$ cat config.mk
export PLATFORM = sky130hd
export DESIGN_NAME = mem_ctrl_flat
export DESIGN_NICKNAME = d
export VERILOG_FILES = /design/src/rtl/mem_ctrl_if.sv /design/src/rtl/mem_ctrl.sv /design/src/flat_wrapper.sv
export SDC_FILE = /design/constraint.sdc
export NUM_CORES = 1
export LEC_CHECK = 0
export CORE_AREA = 3 3 146 148
export DETAILED_ROUTE_END_ITERATION = 6
export DIE_AREA = 0 0 149 151
export HOLD_SLACK_MARGIN = 0.03
export MAX_ROUTING_LAYER = met4
export PLACE_DENSITY_LB_ADDON = 0.15
export SYNTH_ARGS = -nofsm -noshare
export SYNTH_HDL_FRONTEND = slang
export SYNTH_SLANG_ARGS = --single-unit
export TNS_END_PERCENT = 50
$ cat constraint.sdc
create_clock -name clk -period 5.65 [get_ports clk]
set_clock_uncertainty 0.2 [all_clocks]
set_input_delay 1.13 -clock clk [delete_from_list [all_inputs] [get_ports clk]]
set_output_delay 1.13 -clock clk [all_outputs]
set_load 0.02 [all_outputs]
$ cat src/rtl/mem_ctrl_if.sv
// Bus bundle between the two cache ports, the controller and the byte-wide RAM.
// slave is the controller's view; master is the requester/RAM side.
interface mem_ctrl_if;
    logic [3:0]  rw_flag_i;
    logic [63:0] addr_i;
    logic [63:0] w_data_i;
    logic [7:0]  w_mask_i;
    logic [63:0] r_data_o;
    logic [1:0]  busy_o;
    logic [1:0]  done_o;
    logic [31:0] ram_addr_o;
    logic        ram_re_o;
    logic        ram_we_o;
    logic [7:0]  ram_w_data_o;
    logic [7:0]  ram_r_data_i;

    modport slave (
        input  rw_flag_i, addr_i, w_data_i, w_mask_i, ram_r_data_i,
        output r_data_o, busy_o, done_o, ram_addr_o, ram_re_o, ram_we_o, ram_w_data_o
    );

    modport master (
        output rw_flag_i, addr_i, w_data_i, w_mask_i, ram_r_data_i,
        input  r_data_o, busy_o, done_o, ram_addr_o, ram_re_o, ram_we_o, ram_w_data_o
    );
endinterface

$ cat src/rtl/mem_ctrl.sv
// Two-port word controller in front of a byte-wide RAM: port 0 (dcache) has fixed
// priority; reads are pipelined against RD_LATENCY, writes skip disabled bytes.
module mem_ctrl #(
    parameter int RD_LATENCY = 1
) (
    input  logic       clk,
    input  logic       rst,
    mem_ctrl_if.slave  bus
);
    typedef enum logic [1:0] {IDLE, READ, WRITE, DONE} state_t;

    state_t                  state_q, state_d;
    logic                    port_q, port_d;
    logic [31:0]             base_q, base_d;
    logic [31:0]             wdata_q, wdata_d;
    logic [3:0]              mask_q, mask_d;
    logic [2:0]              icnt_q, icnt_d;
    logic [1:0]              rcnt_q, rcnt_d;
    logic [31:0]             rbuf_q, rbuf_d;
    logic [1:0][31:0]        rdata_q, rdata_d;
    logic [RD_LATENCY-1:0]   vld_pipe_q, vld_pipe_d;

    logic        re_s, we_s;
    logic [31:0] raddr_s;
    logic [7:0]  wbyte_s;
    logic        v0, v1, sel, sel_rd;
    logic [31:0] sel_addr, sel_wdata;
    logic [3:0]  sel_mask;
    logic [1:0]  wk;
    logic        ret;

    // 2'b11 falls out as "not a request" because only 01/10 are recognised
    assign v0        = (bus.rw_flag_i[1:0] == 2'b01) || (bus.rw_flag_i[1:0] == 2'b10);
    assign v1        = (bus.rw_flag_i[3:2] == 2'b01) || (bus.rw_flag_i[3:2] == 2'b10);
    assign sel       = !v0;
    assign sel_rd    = sel ? (bus.rw_flag_i[3:2] == 2'b01) : (bus.rw_flag_i[1:0] == 2'b01);
    assign sel_addr  = sel ? bus.addr_i[63:32]   : bus.addr_i[31:0];
    assign sel_wdata = sel ? bus.w_data_i[63:32] : bus.w_data_i[31:0];
    assign sel_mask  = sel ? bus.w_mask_i[7:4]   : bus.w_mask_i[3:0];

    // A returning byte only counts while still in READ, so bytes that land
    // after a reset abort are dropped (the pipe is cleared as well).
    assign ret = vld_pipe_q[RD_LATENCY-1] && (state_q == READ);

    always_comb begin
        wk = 2'd0;
        for (int i = 3; i >= 0; i--)
            if (mask_q[i]) wk = 2'(i);
    end

    always_comb begin
        state_d = state_q;
        port_d  = port_q;
        base_d  = base_q;
        wdata_d = wdata_q;
        mask_d  = mask_q;
        icnt_d  = icnt_q;
        rcnt_d  = rcnt_q;
        rbuf_d  = rbuf_q;
        rdata_d = rdata_q;
        re_s    = 1'b0;
        we_s    = 1'b0;
        raddr_s = 32'h0;
        wbyte_s = 8'h00;
        unique case (state_q)
            IDLE: begin
                if (v0 || v1) begin
                    port_d  = sel;
                    base_d  = sel_addr & ~32'h3;
                    wdata_d = sel_wdata;
                    mask_d  = sel_mask;
                    icnt_d  = 3'd0;
                    rcnt_d  = 2'd0;
                    if (sel_rd)              state_d = READ;
                    else if (sel_mask == 4'b0) state_d = DONE;
                    else                     state_d = WRITE;
                end
            end
            READ: begin
                if (icnt_q < 3'd4) begin
                    re_s    = 1'b1;
                    raddr_s = base_q + 32'(icnt_q);
                    icnt_d  = icnt_q + 3'd1;
                end
                if (ret) begin
                    rbuf_d[{rcnt_q, 3'b000} +: 8] = bus.ram_r_data_i;
                    rcnt_d = rcnt_q + 2'd1;
                    if (rcnt_q == 2'd3) begin
                        // publish the whole word at once so r_data_o never shows a partial read
                        rdata_d[port_q] = {bus.ram_r_data_i, rbuf_q[23:0]};
                        state_d = DONE;
                    end
                end
            end
            WRITE: begin
                we_s    = 1'b1;
                raddr_s = base_q + 32'(wk);
                wbyte_s = wdata_q[{wk, 3'b000} +: 8];
                mask_d  = mask_q & ~(4'b0001 << wk);
                if (mask_d == 4'b0) state_d = DONE;
            end
            DONE:    state_d = IDLE;
            default: state_d = IDLE;
        endcase
    end

    always_comb begin
        vld_pipe_d    = vld_pipe_q << 1;
        vld_pipe_d[0] = re_s;
    end

    always_ff @(posedge clk or posedge rst) begin
        if (rst) begin
            state_q    <= IDLE;
            port_q     <= 1'b0;
            base_q     <= 32'h0;
            wdata_q    <= 32'h0;
            mask_q     <= 4'h0;
            icnt_q     <= 3'd0;
            rcnt_q     <= 2'd0;
            rbuf_q     <= 32'h0;
            rdata_q    <= '0;
            vld_pipe_q <= '0;
        end else begin
            state_q    <= state_d;
            port_q     <= port_d;
            base_q     <= base_d;
            wdata_q    <= wdata_d;
            mask_q     <= mask_d;
            icnt_q     <= icnt_d;
            rcnt_q     <= rcnt_d;
            rbuf_q     <= rbuf_d;
            rdata_q    <= rdata_d;
            vld_pipe_q <= vld_pipe_d;
        end
    end

    assign bus.r_data_o     = rdata_q;
    assign bus.busy_o       = (state_q != IDLE) ? 2'b11 : 2'b00;
    assign bus.done_o       = (state_q == DONE) ? (port_q ? 2'b10 : 2'b01) : 2'b00;
    assign bus.ram_re_o     = re_s;
    assign bus.ram_we_o     = we_s;
    assign bus.ram_addr_o   = raddr_s;
    assign bus.ram_w_data_o = wbyte_s;
endmodule

$ cat src/flat_wrapper.sv
// flat-port wrapper written by rule: the top's interface ports become plain ports
module mem_ctrl_flat 
#(
    parameter int RD_LATENCY = 1
)
  (clk, rst, bus_rw_flag_i, bus_addr_i, bus_w_data_i, bus_w_mask_i, bus_ram_r_data_i, bus_r_data_o, bus_busy_o, bus_done_o, bus_ram_addr_o, bus_ram_re_o, bus_ram_we_o, bus_ram_w_data_o);
  mem_ctrl_if bus_i ();
  input  logic clk;
  input  logic rst;
  input wire logic [$bits(bus_i.rw_flag_i)-1:0] bus_rw_flag_i;
  input wire logic [$bits(bus_i.addr_i)-1:0] bus_addr_i;
  input wire logic [$bits(bus_i.w_data_i)-1:0] bus_w_data_i;
  input wire logic [$bits(bus_i.w_mask_i)-1:0] bus_w_mask_i;
  input wire logic [$bits(bus_i.ram_r_data_i)-1:0] bus_ram_r_data_i;
  output wire logic [$bits(bus_i.r_data_o)-1:0] bus_r_data_o;
  output wire logic [$bits(bus_i.busy_o)-1:0] bus_busy_o;
  output wire logic [$bits(bus_i.done_o)-1:0] bus_done_o;
  output wire logic [$bits(bus_i.ram_addr_o)-1:0] bus_ram_addr_o;
  output wire logic [$bits(bus_i.ram_re_o)-1:0] bus_ram_re_o;
  output wire logic [$bits(bus_i.ram_we_o)-1:0] bus_ram_we_o;
  output wire logic [$bits(bus_i.ram_w_data_o)-1:0] bus_ram_w_data_o;
  assign bus_i.rw_flag_i = bus_rw_flag_i;
  assign bus_i.addr_i = bus_addr_i;
  assign bus_i.w_data_i = bus_w_data_i;
  assign bus_i.w_mask_i = bus_w_mask_i;
  assign bus_i.ram_r_data_i = bus_ram_r_data_i;
  assign bus_r_data_o = bus_i.r_data_o;
  assign bus_busy_o = bus_i.busy_o;
  assign bus_done_o = bus_i.done_o;
  assign bus_ram_addr_o = bus_i.ram_addr_o;
  assign bus_ram_re_o = bus_i.ram_re_o;
  assign bus_ram_we_o = bus_i.ram_we_o;
  assign bus_ram_w_data_o = bus_i.ram_w_data_o;
  mem_ctrl #(.RD_LATENCY(RD_LATENCY)) u_core (.clk(clk), .rst(rst), .bus(bus_i));
endmodule
* After elaboration in Yosys (flattened, before gate mapping)
Index checks and enable logic that the tools add are counted.
** Cells by class
- Shift-type cells :: 4
- Equal/unequal tests :: 13
- Mux-type cells :: 36
- $lt $le $gt $ge :: 3
- $add $sub $neg :: 5
- Reduce and logical (&&, ||, !) cells :: 19
- Bitwise logic cells :: 2
** Operator list (count)
- $mux W32 :: 4
- $bwmux W64 :: 1
- $pmux W32 S2 :: 1
- $add A32 B2 Y32 :: 1
- $add A32 B3 Y32 :: 1
- $bwmux W32 :: 1
- $demux W32 S1 :: 1
- $shift A8 B7 Y32 const A :: 1
- $shiftx A32 B6 Y8 :: 1
- $shiftx A8 B7 Y32 :: 1
- $mux W2 :: 14
- $eq A2 B2 Y1 const B :: 5
- $reduce_and A3 Y1 :: 3
- $logic_not A4 Y1 :: 2
- $mux W4 :: 2
- $mux W8 :: 1
- $pmux W2 S4 :: 1
- $pmux W4 S2 :: 1
- $neg A5 Y7 :: 1
- $eq A2 B1 Y1 const B :: 3
- $mux W3 :: 2
- $ne A2 B1 Y1 const B :: 3
- $pmux W3 S2 :: 1
- $reduce_and A2 Y1 :: 3
- 17 further kinds :: 27
** Storage, ports and cells
- Output and inout bits :: 110
- Logic and storage cells :: 93
- Register bits after elaboration :: 171

* Longest topological paths before layout
Gate-level depths: netlist of run 1.
- Depth after elaboration :: 10
- Depth in mapped cells :: 9
- Depth with buffers taken out :: 8

* Worst setup path after synthesis of run 1
No wires, ideal clock.
- Path type :: flip-flop to output port
- Start point :: register u_core.icnt_q[2]
- End point :: output port bus_ram_addr_o[14]
- Path slack :: 2286 ps
- Arrival :: 2034 ps
- Data required time :: 4320 ps
- Stages on the path, launching flop included :: 8
- Cell sequence :: dfrtp_1 and2_1 ha_1 nand3_2 nor4_4 buf_2 a21oi_1 nor3b_1
** On the way
- Cells in the longest elaborated chain, start to end :: 3
- Elaborated cells between the ends (all ways) :: 4
- Classes of those cells :: add/sub (1); order compare (1); mux (2)
** Ends and longest elaborated chain
- from (decl) :: line mem_ctrl.sv:17 : logic [2:0] icnt_q, icnt_d;
- from (signal assigned) :: line mem_ctrl.sv:130 : icnt_q <= icnt_d;
- $add A32 B3 Y32 / $lt A3 B3 Y1 (equally long branches) :: line mem_ctrl.sv:82, mem_ctrl.sv:80
- $mux W32 (*) :: line mem_ctrl.sv:80 : if (icnt_q < 3'd4) begin
- $pmux W32 S2 (*) :: line mem_ctrl.sv:65 : unique case (state_q)
- to (decl) :: line flat_wrapper.sv:18 : output wire logic [$bits(bus_i.ram_addr_o)-1:0] bus_ram_addr_o;
Mark *: on every way between the ends. The rest lies on a longest branch, timed or not.

* Worst setup path in the final report of run 1
- Start point :: register u_core.state_q[1]
- End point :: output port bus_ram_addr_o[30]
** On the way
- Cells in the longest elaborated chain, start to end :: 2
- Elaborated cells between the ends (all ways) :: 3
- Classes of those cells :: eq/ne (2); mux (1)
** Ends and longest elaborated chain
- from (decl) :: line mem_ctrl.sv:12 : state_t state_q, state_d;
- from (signal assigned) :: line mem_ctrl.sv:125 : state_q <= state_d;
- $eq A2 B2 Y1 / $eq A2 B1 Y1 (equally long branches) :: line mem_ctrl.sv:65
- $pmux W32 S2 (*) :: line mem_ctrl.sv:65
Marks and branches as above.

==> results.tsv, run 1 <==
metric	value	unit
status	finished clean	
Post-CTS Resized	0	
largest net degree at the start of global routing	164	
PortBufs	255	
Syn Inst Count	705	
Synth Cell Area	7950	sq um
die area	22500	sq um
ys async rst share	100	%
Ys Warns	0	
Root Buffer	clkbuf_16	
initial detailed-routing violation count	304	
VDD IR max	252	uV
Rel. slew slack	26.1	%
row cnt	52	
crit start category	flop	
Final Cycle Share	84.5	%
Die W	149	um
switching part of the total	38.4	%
most common cell after layout, fill and taps aside	clkdlybuf4s50_1	
gr usage total	18.8	%
num ports	260	
max-slew violation count	0	
worst min-delay path class	flop to flop	
Final min period	4.78	ns
first-pass GRT wire length	32.3	mm
final setup vio count	0	
Leak	5.08	nW
# DRC	0	
Critical Path RT	4.32	ns
number of synthesized flops with an enable pin	0	
sequential power share	35.4	%
TritonCTS clock tree	built	
Die Ht	151	um
ANT nets after route	0	
total grt overflow	0	
syn nets	869	
count of different cell masters after synthesis	53	
Synth Flop Type	dfrtp_1	
share of layout cells above drive strength 1	8.78	%
Worst Setup Path Type	flop to output port	
clock network power share	24.9	%
RSZ-0062 raised after global routing	false	
Mapped Avg Cell Area	11.3	sq um
ANT cells	0	
clk_lat worst skew	0.42	ns
gpl congestion	0.797	
Max Cap Viol	0	
Final Hold Violating Endpoints	0	
Clock Sinks	163	
most used cells in the layout excluding fill and tap cells	255 x clkdlybuf4s50_1, 163 x dfrtp_1, 83 x nand2_1	
Psw	0.00185	W
sequential share of the synthesized area	51.3	%
Post-CTS Setup Bufs	0	
vias in the first global route	6003	
initial antenna violation count	0	
WL/cell	16.7	um
fin cells	1227	
Slew @ Worst Pin	1.11	ns
core box area	20200	sq um
Internal	0.00297	W
Logic pwr share	39.7	%
PwrDens	424	nW/um^2
Num CTS Buffers	17	
clk slew on worst S/H paths	0.07	ns
CTS max path bufs	2	
Synth-to-Final Area Change	42.7	%
drt total wl	20.4	mm
kind of end point of the critical path	output port	
fmax	209	MHz
crit-path max FO	16	
CTS Hold Bufs	0	
Nets	1108	
dpl hpwl	14.6	mm
via count	6150	
setup TNS	0	ns
internal reg-to-reg setup slack	3.16	ns
Initial Utilization	39.4	%
synthesis-stage register bit count	163	
H-tree Lvls	4	
placed insts	1195	
Critical Path AT	3.45	ns
via density per instance	5.01	
Pre-Repair DR Iteration Count	4	
-- registers in the layout, indices dropped and copies added, names as in the netlist --
register             count
u_core.base_q           30
u_core.wdata_q          32
u_core.bus.r_data_o     64
u_core.rcnt_q            2
u_core.port_q            1
u_core.state_q           2
u_core.icnt_q            3
u_core.rbuf_q           24
u_core.mask_q            4
u_core.vld_pipe_q        1
-- critical path, stage by stage (launching register included) --
cell and delay [ns]:
dfrtp_1 0.41, inv_1 0.11, ha_1 0.52, nand2b_4 0.15, inv_2 0.25, nand2_1 0.26
or4_1 0.55, nand3_1 0.12, clkdlybuf4s50_1 0.65
-- stage by stage --
step	hold slack, ns	setup WS (ns)	instance area [sq um]	power, W	util [%]
after floorplan	0.242	2.25	7960	0.00293	-
after global placement	0.255	1.31	10700	0.00363	53.2
after detailed placement	0.262	1.29	10700	0.00367	53.2
after CTS	0.278	0.832	11400	0.00488	56.3
after global routing	0.301	0.669	11400	0.00516	56.3
final	0.274	0.874	11400	0.00482	56.3
-- power by group through the flow --
stage,clock (W),sequential [W],combinational [W]
floorplan,0,0.00165,0.00128
global placement,0,0.00172,0.00191
detailed placement,0,0.00173,0.00194
CTS,0.00122,0.00171,0.00195
global route,0.00128,0.00175,0.00213
finish,0.00120,0.00171,0.00191
-- logic make-up (layout without fill, tap and decap cells) --
family,count (synthesis),after routing,share of synthesized area [%]
AO/OA/AOI/OAI,163,163,12.8
buffers and inverters,55,307,3.05
flip-flops,163,163,51.3
AND/OR/NAND/NOR,167,167,11.6
adder cells (fa/ha/maj),15,15,2.33
XOR/XNOR,2,2,0.220
multiplexers,140,140,18.7
-- cell type report --
| cell class | count | area, sq um |
|---|---|---|
| fillers | 1822 | 8820 |
| flip-flops and latches | 163 | 4080 |
| multi-input cells | 487 | 3650 |
| repair buffers | 262 | 2620 |
| clock buffers | 17 | 425 |
| well taps | 270 | 338 |
| clock inverters | 15 | 189 |
| inverters | 13 | 52.6 |
-- worst paths after layout --
check	startpoint	endpoint	depth (start not counted)
worst max-delay path	u_core.state_q[1]	bus_ram_addr_o[30]	8
worst min-delay path	u_core.wdata_q[5]	u_core.wdata_q[5]	2
worst max register to register	u_core.state_q[1]	u_core.rbuf_q[7]	5
worst min register to register	u_core.wdata_q[5]	u_core.wdata_q[5]	2
max in group asynchronous	rst	u_core.base_q[8]	3
min in group asynchronous	rst	u_core.bus.r_data_o[36]	3
-- metal layers --
metal / share of wire (%) / vias to the layer above / global-route usage [%]
li1: - / 3019 / -
met1: 45 / 2935 / 23.8
met2: 48 / 177 / 29.8
met3: 5.9 / 19 / 5.15
met4: 1.6 / 0 / 5.13
met5: 0 / - / -
-- synthesized netlist by cell type, types with 2 or more instances --
cell type	instances	area share, %
dfrtp_1	163	51
mux2_2	27	3.8
o21ai_0	75	4.7
o21a_1	3	0.28
buf_4	2	0.19
buf_2	23	1.4
inv_1	12	0.57
a22oi_1	3	0.28
nor2b_1	14	1.1
o31ai_1	4	0.38
a211oi_1	16	1.5
or4_1	2	0.19
nand3_2	5	0.63
nor4b_4	3	0.90
mux2i_1	74	9.3
clkbuf_1	17	0.80
o21ai_1	10	0.63
a21oi_1	12	0.76
nor3_1	5	0.31
mux2_1	39	5.5
nand3_1	5	0.31
and2_1	21	1.7
nand2_1	84	4.0
a22o_1	26	2.9
ha_1	14	2.2
nand4_1	7	0.55
a31oi_1	3	0.24
nor2_1	9	0.42
nor3b_1	2	0.19
a21boi_1	2	0.19
(Power assumes the default switching activity.)
==> inputs of run 2 (changes only) <==
clock period = 4 ns   (was 5.65 ns; I/O delays follow)
==> results.tsv, run 2 (same netlist as run 1, synthesis figures left out) <==
metric	value	unit
r2r worst-path depth	6	
Max Cap Viol	0	
final setup vio count	0	
gpl congestion	0.788	
first-pass GRT wire length	32.7	mm
Logic pwr share	40.4	%
clk_lat worst skew	0.43	ns
Worst Path Buf+Inv	2	
Slew @ Worst Pin	0.876	ns
WHS Endpoint	u_core.base_q[31]	
area of the multi-input gates	3650	sq um
Worst Setup Path Type	flop to output port	
Final min period	3.76	ns
Filler cells	1806	
CTS Hold Bufs	0	
via density per instance	4.96	
Sequential Area	4080	sq um
worst hold path startpoint	u_core.base_q[31]	
kind of end point of the critical path	output port	
clock network power share	24.3	%
Die W	149	um
PortBufs	255	
Initial Utilization	39.4	%
CP cell instances	and2_1 -> ha_1 -> nand3_2 -> nor4_4 -> buf_4 -> nand4_1 -> xor2_1 -> o21ai_1 -> dlygate4sd2_1	
max-slew violation count	0	
Worst Slack Setup Final	0.243	ns
Worst R2R Start	u_core.state_q[1]	
initial detailed-routing violation count	216	
DP Worst Slack	0.366	ns
ANT cells	0	
Num CTS Buffers	17	
worst min-delay path class	flop to flop	
cell family with most CP delay	simple AND/OR/NAND/NOR gates	
DP Area	10800	sq um
TritonCTS clock tree	built	
initial antenna violation count	0	
internal reg-to-reg setup slack	1.25	ns
die area	22500	sq um
most common cell after layout, fill and taps aside	clkdlybuf4s50_1	
WL/cell	16.7	um
slowest cell delay on critical path	0.45	ns
Internal	0.00423	W
crit-path max FO	11	
dpl hpwl	14.9	mm
crit start category	flop	
hold path depth	2	
Psw	0.00260	W
Critical Path AT	2.76	ns
fin cells	1234	
ANT nets after route	0	
Critical Path RT	3.00	ns
drt total wl	20.7	mm
Pre-Repair DR Iteration Count	4	
Final Hold Violating Endpoints	0	
switching part of the total	38.1	%
via count	6117	
total grt overflow	0	
CTS max path bufs	2	
Rel. slew slack	41.6	%
Final Cycle Share	93.9	%
max reg flops	64	
slowest cell on the critical path	dfrtp_1	
sequential power share	35.3	%
H-tree Lvls	4	
Leak	5.26	nW
num ports	260	
Die Ht	151	um
vias in the first global route	6106	
PwrDens	597	nW/um^2
worst hold slack	0.275	ns
Post-CTS Setup Bufs	0	
setup TNS	0	ns
final instance area	11400	sq um
row cnt	52	
fmax	266	MHz
r2r endpoint	u_core.bus.r_data_o[16]	
VDD IR max	367	uV
most used cells in the layout excluding fill and tap cells	245 x clkdlybuf4s50_1, 163 x dfrtp_1, 83 x nand2_1	
placed insts	1202	
Clock Sinks	163	
RSZ-0062 raised after global routing	false	
Root Buffer	clkbuf_16	
clk slew on worst S/H paths	0.06	ns
share of layout cells above drive strength 1	9.44	%
core box area	20200	sq um
Synth-to-Final Area Change	43.6	%
status	finished clean	
gr usage total	19.1	%
# DRC	0	
Nets	1115	
largest net degree at the start of global routing	164	
## run 2: cell type report
| class | count | area share [%] |
|---|---|---|
| tap | 270 | 2.96 |
| timing repair buffer | 269 | 23.7 |
| clock inverter | 14 | 1.45 |
| sequential | 163 | 35.7 |
| clock buffer | 18 | 3.76 |
| inverter | 13 | 0.460 |
| multi-input combinational | 487 | 32.0 |
## run 2: routing by layer
layer / up-vias / share of wire (%) / global-route usage (%)
li1: 3026 / - / -
met1: 2909 / 45 / 24.6
met2: 175 / 48 / 30.6
met3: 7 / 5.9 / 4.94
met4: 0 / 0.57 / 4.67
met5: - / 0 / -
## run 2: power by group through the flow
stage | clock network (W) | logic [W] | registers, W
floorplan | 0 | 0.00180 | 0.00233
global placement | 0 | 0.00278 | 0.00243
detailed placement | 0 | 0.00281 | 0.00244
CTS | 0.00171 | 0.00281 | 0.00241
global route | 0.00178 | 0.00306 | 0.00248
finish | 0.00166 | 0.00276 | 0.00241
## run 2: how the worst max path moves through the flow
stage / start / to / depth (start not counted)
after global routing: u_core.icnt_q[2] / bus_ram_addr_o[26] / 9
after CTS: u_core.icnt_q[2] / bus_ram_addr_o[10] / 7
after detailed placement: u_core.icnt_q[2] / bus_ram_addr_o[30] / 8
final: u_core.icnt_q[2] / bus_ram_addr_o[26] / 9
after floorplan: rst / u_core.base_q[10] / 1
after global placement: u_core.icnt_q[2] / bus_ram_addr_o[30] / 8
## run 2: worst min-delay path: cells and delay by family, from the launching register on
kind | cells | cell delay (ns)
compound gates | 1 | 0.06
simple gates | 1 | 0.04
flops | 1 | 0.34
## run 2: metrics by stage
| stage | utilization, % | power, W |
|---|---|---|
| final | 56.6 | 0.00683 |
| after global routing | 56.6 | 0.00733 |
| after detailed placement | 53.6 | 0.00525 |
| after floorplan | - | 0.00414 |
| after CTS | 56.6 | 0.00693 |
| after global placement | 53.6 | 0.00521 |
## run 2: repair_timing
item	4_1_cts	5_1_grt
endpoints found under the hold margin	0	0
gates resized for setup	2	10
endpoints found under the setup margin	2	9
pin swaps	0	0
==> inputs of run 3 (changes only) <==
CELL_PAD_IN_SITES_DETAIL_PLACEMENT = 0   (was unset)
CELL_PAD_IN_SITES_GLOBAL_PLACEMENT = 2   (was unset)
CORE_AREA = 5 5 181 183   (was 3 3 146 148)
DIE_AREA = 0 0 186 188   (was 0 0 149 151)
==> results.tsv, run 3 (same netlist as run 1, synthesis figures left out) <==
metric	value	unit
Final min period	3.79	ns
PwrDens	601	nW/um^2
kind of end point of the critical path	output port	
first-pass GRT wire length	37.8	mm
worst min-delay path class	flop to flop	
num ports	260	
via count	6102	
Power Total	0.00699	W
largest net degree at the start of global routing	164	
H-tree Lvls	4	
drt total wl	24.1	mm
Die Ht	188	um
dpl hpwl	17.7	mm
Max Cap Viol	0	
CTS max path bufs	2	
fmax	264	MHz
crit-path max FO	7	
Leak	5.23	nW
core box area	31100	sq um
VDD IR max	395	uV
CTS Hold Bufs	0	
total grt overflow	0	
PortBufs	255	
# DRC	0	
ANT cells	0	
hold path depth	2	
Root Buffer	clkbuf_16	
Worst Setup Path Type	flop to output port	
Nets	1118	
die area	35000	sq um
Worst R2R Start	u_core.state_q[1]	
Final Hold Violating Endpoints	0	
setup TNS	0	ns
initial antenna violation count	0	
most used cells in the layout excluding fill and tap cells	246 x clkdlybuf4s50_1, 163 x dfrtp_1, 83 x nand2_1	
r2r worst-path depth	6	
row cnt	65	
initial detailed-routing violation count	266	
final setup vio count	0	
ANT nets after route	0	
most common cell after layout, fill and taps aside	clkdlybuf4s50_1	
Critical Path RT	3.00	ns
gr usage total	14.3	%
status	finished clean	
Pre-Repair DR Iteration Count	4	
Die W	186	um
worst hold path startpoint	u_core.wdata_q[7]	
max reg flops	64	
RSZ-0062 raised after global routing	false	
crit start category	flop	
Final Cycle Share	94.8	%
gpl congestion	0.724	
Initial Utilization	25.6	%
r2r endpoint	u_core.rbuf_q[6]	
max-slew violation count	0	
Num CTS Buffers	17	
WL/cell	17.6	um
internal reg-to-reg setup slack	1.69	ns
Slew @ Worst Pin	1.01	ns
TritonCTS clock tree	built	
Synth-to-Final Area Change	46.1	%
Critical Path AT	2.79	ns
Rel. slew slack	32.5	%
Clock Sinks	163	
WHS Endpoint	u_core.wdata_q[7]	
clk_lat worst skew	0.42	ns
share of layout cells above drive strength 1	9.72	%
vias in the first global route	6425	
via density per instance	4.46	
clk slew on worst S/H paths	0.07	ns
[run 3: area by class of cell]
cell class | count | area, sq um
Sequential cell | 163 | 4080
Clock inverter | 14 | 189
Multi-Input combinational cell | 487 | 3650
Tap cell | 402 | 503
Fill cell | 3120 | 19400
Clock buffer | 18 | 429
Inverter | 13 | 52.6
Timing Repair Buffer | 272 | 2720
[run 3: worst max-delay path, cell delays in order (launching register included)]
cell and delay, ns:
dfrtp_1 0.45, and2_1 0.17, ha_1 0.20, nand3_2 0.15, or2_1 0.31, nor3_1 0.24
xnor2_1 0.10, o21ai_1 0.12, clkdlybuf4s50_1 0.64
[run 3: layer usage]
| layer | GRT usage, % | vias to the layer above | routed length, um |
|---|---|---|---|
| met4 | 3.03 | 0 | 201 |
| met1 | 18.1 | 2919 | 10600 |
| met5 | - | - | 0 |
| met2 | 23.3 | 146 | 11900 |
| met3 | 3.22 | 11 | 1340 |
| li1 | - | 3026 | - |
[run 3: worst max path at each step]
stage | end | cells past startpoint | from | slack (ns)
2_1_floorplan | u_core.base_q[10] | 1 | rst | 0.93
3_3_place_gp | bus_ram_addr_o[30] | 8 | u_core.icnt_q[2] | 0.39
3_5_place_dp | bus_ram_addr_o[30] | 8 | u_core.icnt_q[2] | 0.36
4_1_cts | bus_ram_addr_o[14] | 8 | u_core.icnt_q[2] | 0.0007
5_1_grt | bus_ram_addr_o[12] | 8 | u_core.icnt_q[2] | 0.002
6_report | bus_ram_addr_o[12] | 8 | u_core.icnt_q[2] | 0.21
[run 3: report_power, final]
| part | internal [W] | switching, W | total, W |
|---|---|---|---|
| registers | 0.00206 | 0.000346 | 0.00241 |
| clock network | 0.000957 | 0.000769 | 0.00173 |
| logic | 0.00124 | 0.00162 | 0.00286 |
| total | 0.00425 | 0.00274 | 0.00699 |
[run 3: through the flow]
step / cells / hold WS [ns] / cell area [sq um] / utilization (%) / worst slack, ns
3_5_place_dp: 1337 / 0.267 / 11000 / 35.4 / 0.364
3_3_place_gp: 1337 / 0.254 / 11000 / 35.4 / 0.391
5_1_grt: 1369 / 0.303 / 11600 / 37.4 / 0.00220
6_report: 1369 / 0.278 / 11600 / 37.4 / 0.207
4_1_cts: 1369 / 0.285 / 11600 / 37.4 / 0.000681
2_1_floorplan: 705 / 0.242 / 7960 / - / 0.929
[run 3: what timing repair did]
item,4_1_cts,5_1_grt
resized for setup,5,7
endpoints found under the setup margin,5,6
buffers inserted,0,0
